[src/rtl/pc_seq_ctrl.sv]
// Multi-cycle fetch/execute sequencer: fetches at cur_pc, holds inst for the EXU, sole source of pc_wen.
// Min 3 cycles/inst; stalls on imem_ready/imem_rvalid/exu_done. Optional WAIT watchdog: FETCH_TIMEOUT_EN.
module pc_seq_ctrl #(
    parameter int XLEN           = 32,
    parameter int TIMEOUT_CYCLES = 255
) (
    input  logic            clk,
    input  logic            rst,
    input  logic [XLEN-1:0] cur_pc,
    output logic            imem_req,
    output logic [XLEN-1:0] imem_addr,
    input  logic            imem_ready,
    input  logic            imem_rvalid,
    input  logic [XLEN-1:0] imem_rdata,
    output logic [XLEN-1:0] inst,
    output logic            inst_valid,
    input  logic            exu_done,
    input  logic            redirect,
    input  logic [XLEN-1:0] redirect_base,
    input  logic [XLEN-1:0] redirect_off,
    input  logic            halt_req,
    output logic [XLEN-1:0] pc_a,
    output logic [XLEN-1:0] pc_b,
    output logic            pc_wen,
    output logic            halted,
    output logic [31:0]     retire_cnt,
    output logic            timeout_err
);

    typedef enum logic [1:0] {S_FETCH, S_WAIT, S_EXEC, S_HALT} state_t;

    state_t state, state_nxt;
    logic   retire;

    if (TIMEOUT_CYCLES < 1) begin : g_bad_timeout
        $error("TIMEOUT_CYCLES must be at least 1");
    end

`ifdef FETCH_TIMEOUT_EN
    localparam int TW = $clog2(TIMEOUT_CYCLES + 1);

    logic [TW-1:0] tmo_cnt;
    logic          tmo_hit;

    // A response arriving on the limit cycle takes precedence over the timeout.
    assign tmo_hit = (state == S_WAIT) && !imem_rvalid && (tmo_cnt == TW'(TIMEOUT_CYCLES - 1));

    always_ff @(posedge clk or posedge rst) begin
        if (rst) begin
            tmo_cnt     <= '0;
            timeout_err <= 1'b0;
        end else begin
            if (state != S_WAIT)
                tmo_cnt <= '0;
            else if (!imem_rvalid)
                tmo_cnt <= tmo_cnt + 1'b1;
            if (tmo_hit)
                timeout_err <= 1'b1;
        end
    end
`else
    assign timeout_err = 1'b0;
`endif

    always_ff @(posedge clk or posedge rst) begin
        if (rst)
            state <= S_FETCH;
        else
            state <= state_nxt;
    end

    always_comb begin
        state_nxt = state;
        imem_req  = 1'b0;
        pc_wen    = 1'b0;
        halted    = 1'b0;
        retire    = 1'b0;
        case (state)
            S_FETCH: begin
                imem_req = 1'b1;
                if (imem_ready)
                    state_nxt = S_WAIT;
            end
            S_WAIT: begin
                if (imem_rvalid)
                    state_nxt = S_EXEC;
`ifdef FETCH_TIMEOUT_EN
                else if (tmo_hit)
                    state_nxt = S_HALT;
`endif
            end
            S_EXEC: begin
                if (exu_done) begin
                    retire = 1'b1;
                    // halt wins over redirect: the PC is left pointing at the ebreak
                    if (halt_req) begin
                        state_nxt = S_HALT;
                    end else begin
                        pc_wen    = 1'b1;
                        state_nxt = S_FETCH;
                    end
                end
            end
            S_HALT: begin
                halted = 1'b1;
            end
            default: state_nxt = S_FETCH;
        endcase
    end

    assign imem_addr = cur_pc;
    assign pc_a      = redirect ? redirect_base : cur_pc;
    assign pc_b      = redirect ? redirect_off  : XLEN'(4);

    always_ff @(posedge clk or posedge rst) begin
        if (rst) begin
            inst       <= '0;
            inst_valid <= 1'b0;
            retire_cnt <= '0;
        end else begin
            inst_valid <= 1'b0;
            if (state == S_WAIT && imem_rvalid) begin
                inst       <= imem_rdata;
                inst_valid <= 1'b1;
            end
            if (retire)
                retire_cnt <= retire_cnt + 32'd1;
        end
    end

endmodule
[config.mk]
export PLATFORM = sky130hd
export DESIGN_NAME = pc_seq_ctrl
export DESIGN_NICKNAME = d
export VERILOG_FILES = /design/src/rtl/pc_seq_ctrl.sv
export SDC_FILE = /design/constraint.sdc
export NUM_CORES = 1
export LEC_CHECK = 0
export CAP_MARGIN = 30
export CELL_PAD_IN_SITES_DETAIL_PLACEMENT = 0
export CELL_PAD_IN_SITES_GLOBAL_PLACEMENT = 1
export CORE_ASPECT_RATIO = 0.6
export CORE_MARGIN = 2
export CORE_UTILIZATION = 21
export DETAILED_ROUTE_END_ITERATION = 6
export GPL_ROUTABILITY_DRIVEN = 0
export HOLD_SLACK_MARGIN = 0.15
export PLACE_DENSITY = 0.84
export REMOVE_ABC_BUFFERS = 1
export SYNTH_ARGS = -nofsm -noshare
export SYNTH_HDL_FRONTEND = slang
export SYNTH_SLANG_ARGS = --single-unit
[constraint.sdc]
create_clock -name clk -period 2.1 [get_ports clk]
set_clock_uncertainty 0.05 [all_clocks]
set_input_delay 0.525 -clock clk [delete_from_list [all_inputs] [get_ports clk]]
set_output_delay 0.525 -clock clk [all_outputs]
set_load 0.005 [all_outputs]
==> results.json <==
{
  "routed_wire_length_per_instance_um": 19.37,
  "fin_crit_sh": 0.9936,
  "half_perimeter_wire_length_after_placement_mm": 13.55,
  "grt_start_max_net_pins": 35,
  "yosys_register_bits": 67,
  "critPathRequiredTime_ns": 1.52,
  "grt_most_used_layer": "met2",
  "yosys-top-cells-count": "sky130_fd_sc_hd__dfrtp_1 (67), sky130_fd_sc_hd__mux2_2 (65), sky130_fd_sc_hd__buf_4 (33)",
  "drt.antenna.violating_nets": 0,
  "wirelength_mm": 16.54,
  "start_util": 0.2133,
  "rows": 37,
  "run_status": "finished clean",
  "clockBufferDepth": 2,
  "critical_path_class": "in2out",
  "timing.final.ws_setup_ns": 0.01346,
  "cts.clk_slew.worst_paths_ns": 0.06,
  "clock_sink_count": 67,
  "drt_iter0_markers": 213,
  "detailed_place.area_um2": 6842,
  "globalRouteMet1Util": 0.2420,
  "setup_violations": 0,
  "post-route-drc-count": 0,
  "worstSetupEndpointType": "output port",
  "port_buffers": 298,
  "clkLatencyLatePin_ns": 0.33,
  "vias_per_cell": 4.162,
  "grtUsageMet2": 0.2746,
  "antenna_violations_before_repair": 2,
  "finalNonFillerCells": 854,
  "synth_area_per_cell_um2": 11.53,
  "setup_total_negative_slack_ns": 0,
  "worst_max_slew_pin_slew_ns": 0.6439,
  "critPathMaxFanout": 1,
  "number_of_enable_type_register_cells_in_the_synthesized_netlist": 0,
  "power_density_nw_per_um2": 795.5,
  "chipWidth_um": 174.1,
  "grt_usage": 0.1755,
  "cts_inserted_buffers": 9,
  "first_global_vias": 3755,
  "netlist.area_leader.share": 0.4602,
  "ys_types": 25,
  "slew-limit-headroom": 0.5672,
  "power.leakage_uw": 0.003232,
  "synthesis.instances": 316,
  "num_vias": 3554,
  "period_minus_slack_ns": 2.087,
  "hold_wc_path_type": "reg2reg",
  "coreArea_um2": 17080,
  "wire_length_of_the_first_global_routing_pass_mm": 23.83,
  "dp_cells": 830,
  "area_delta_synth_final_pct": 98.04,
  "drive_gt1_frac": 0.2036,
  "worstPathArrival_ns": 1.51,
  "area_of_the_die_um2": 18450,
  "irDropWorstVdd_mv": 0.3892,
  "number_of_nets_in_the_layout": 755,
  "clk_root_buffer_cell": "sky130_fd_sc_hd__clkbuf_16",
  "top_ports": 300,
  "tritoncts": "done",
  "gr-total-overflow": 0,
  "yosys.cell_count.top_type": "sky130_fd_sc_hd__dfrtp_1",
  "design_area_um2": 7216,
  "rsz0062_at_grt": "false",
  "yosys_warnings": 0,
  "report.final.hold_viol_count": 0,
  "final_core_utilization": 0.4224,
  "yosys.area.top_type": "sky130_fd_sc_hd__dfrtp_1",
  "post_synth_main_area_contributors": "sky130_fd_sc_hd__dfrtp_1 (46%), sky130_fd_sc_hd__mux2_2 (20%), sky130_fd_sc_hd__buf_4 (6.8%)",
  "yosysSeqAreaShare": 0.4602,
  "worst_setup_path_start_kind": "input port",
  "die_h_um": 106.0,
  "maxCapViolCount": 0,
  "hold_fix_buffer_count_after_cts": 0,
  "cts.htree.levels": 3,
  "asyncSetResetFlopFracSynth": 1.000,
  "synth_flop_cell": "sky130_fd_sc_hd__dfrtp_1",
  "final_max_slew_viol_count": 0,
  "minimum_setup_slack_after_placement_ns": -0.3510,
  "drt_pass1_iterations": 4,
  "grt_use_met3": 0.04793,
  "synth_area_um2": 3643,
  "achievable-frequency_mhz": 479.3
}
-- registers in the layout, summed over array words and instances (netlist names) --
signal	cells
inst	32
retire_cnt	32
state	2
inst_valid	1
-- power by group --
group	switching [uW]	total, uW	internal, uW
sequential	222	1890	1670
combinational	751	2230	1480
clock	576	1620	1040
total	1550	5740	4190
-- placed cells by master (no fill, tap or decap), drive strengths merged, types with 2 or more instances in the layout --
| cell type | n |
|---|---|
| clkdlybuf4s50 | 187 |
| dlygate4sd2 | 98 |
| dfrtp | 67 |
| mux2 | 65 |
| buf | 35 |
| and2 | 32 |
| xnor2 | 25 |
| nand3 | 14 |
| nand4 | 12 |
| nand2 | 12 |
| clkbuf | 10 |
| nor2 | 8 |
| inv | 8 |
| clkdlybuf4s15 | 8 |
| xor2 | 6 |
| ha | 6 |
| and3 | 4 |
| o21ai | 3 |
| nor4 | 3 |
| clkinv | 3 |
| nor3 | 2 |
| nand2b | 2 |
| nor2b | 2 |
| bufinv | 2 |
| dlymetal6s2s | 2 |
-- routing by layer --
metal,vias to the layer above,routed length (um)
met5,-,0
met4,0,163
met3,13,1431
met2,153,7632
met1,1746,7317
li1,1642,-
-- critical path: stages --
cell and delay, ns:
sky130_fd_sc_hd__clkdlybuf4s50_1 0.44, sky130_fd_sc_hd__mux2_2 0.27, sky130_fd_sc_hd__dlygate4sd2_1 0.28
-- kinds of logic (layout without fill, tap and decap cells) --
logic type      Yosys count  after routing  share of synthesized area
simple gates             92             92                     0.1508
flops                    67             67                     0.4602
mux                      65             65                     0.2009
buf+inv                  50            353                    0.08551
xor+xnor                 31             31                    0.07452
fa+ha+maj                 6              6                    0.02060
compound gates            4              4                   0.006524
other cells               1              2                   0.001029
-- path summary, 6_finish.rpt --
path,start,to,slack [ns],cells past startpoint
hold / removal,retire_cnt[28]$_DFFE_PP0P_,retire_cnt[28]$_DFFE_PP0P_,0.44,1
max in group asynchronous,rst,inst[30]$_DFFE_PP0P_,1.09,3
setup / recovery,redirect_base[18],pc_a[18],0.01,3
setup reg to reg,retire_cnt[12]$_DFFE_PP0P_,retire_cnt[28]$_DFFE_PP0P_,0.24,4
min in group asynchronous,rst,retire_cnt[14]$_DFFE_PP0P_,0.57,3
hold reg to reg,retire_cnt[28]$_DFFE_PP0P_,retire_cnt[28]$_DFFE_PP0P_,0.44,1
-- layout make-up --
class | instances | area (um2)
well taps | 234 | 292.8
inverters | 7 | 26.28
flip-flops and latches | 67 | 1678
repair buffers | 330 | 3209
fillers | 1627 | 9867
clock buffers | 10 | 229.0
multi-input cells | 199 | 1690
clock inverters | 6 | 87.58
diodes | 1 | 2.502
-- through the flow --
| step | hold slack, ns | power, uW |
|---|---|---|
| after floorplan | 0.4183 | 2598 |
| after global placement | 0.4312 | 4142 |
| after detailed placement | 0.4430 | 4189 |
| after CTS | 0.4490 | 5829 |
| after global routing | 0.4699 | 6070 |
| final | 0.4435 | 5740 |
-- timing repair --
item | CTS | global route
cloned | 2 | 0
buffers inserted | 5 | 0
endpoints found under the setup margin | 99 | 10
gates resized for setup | 141 | 8
Power figures use the tool's default switching activity.
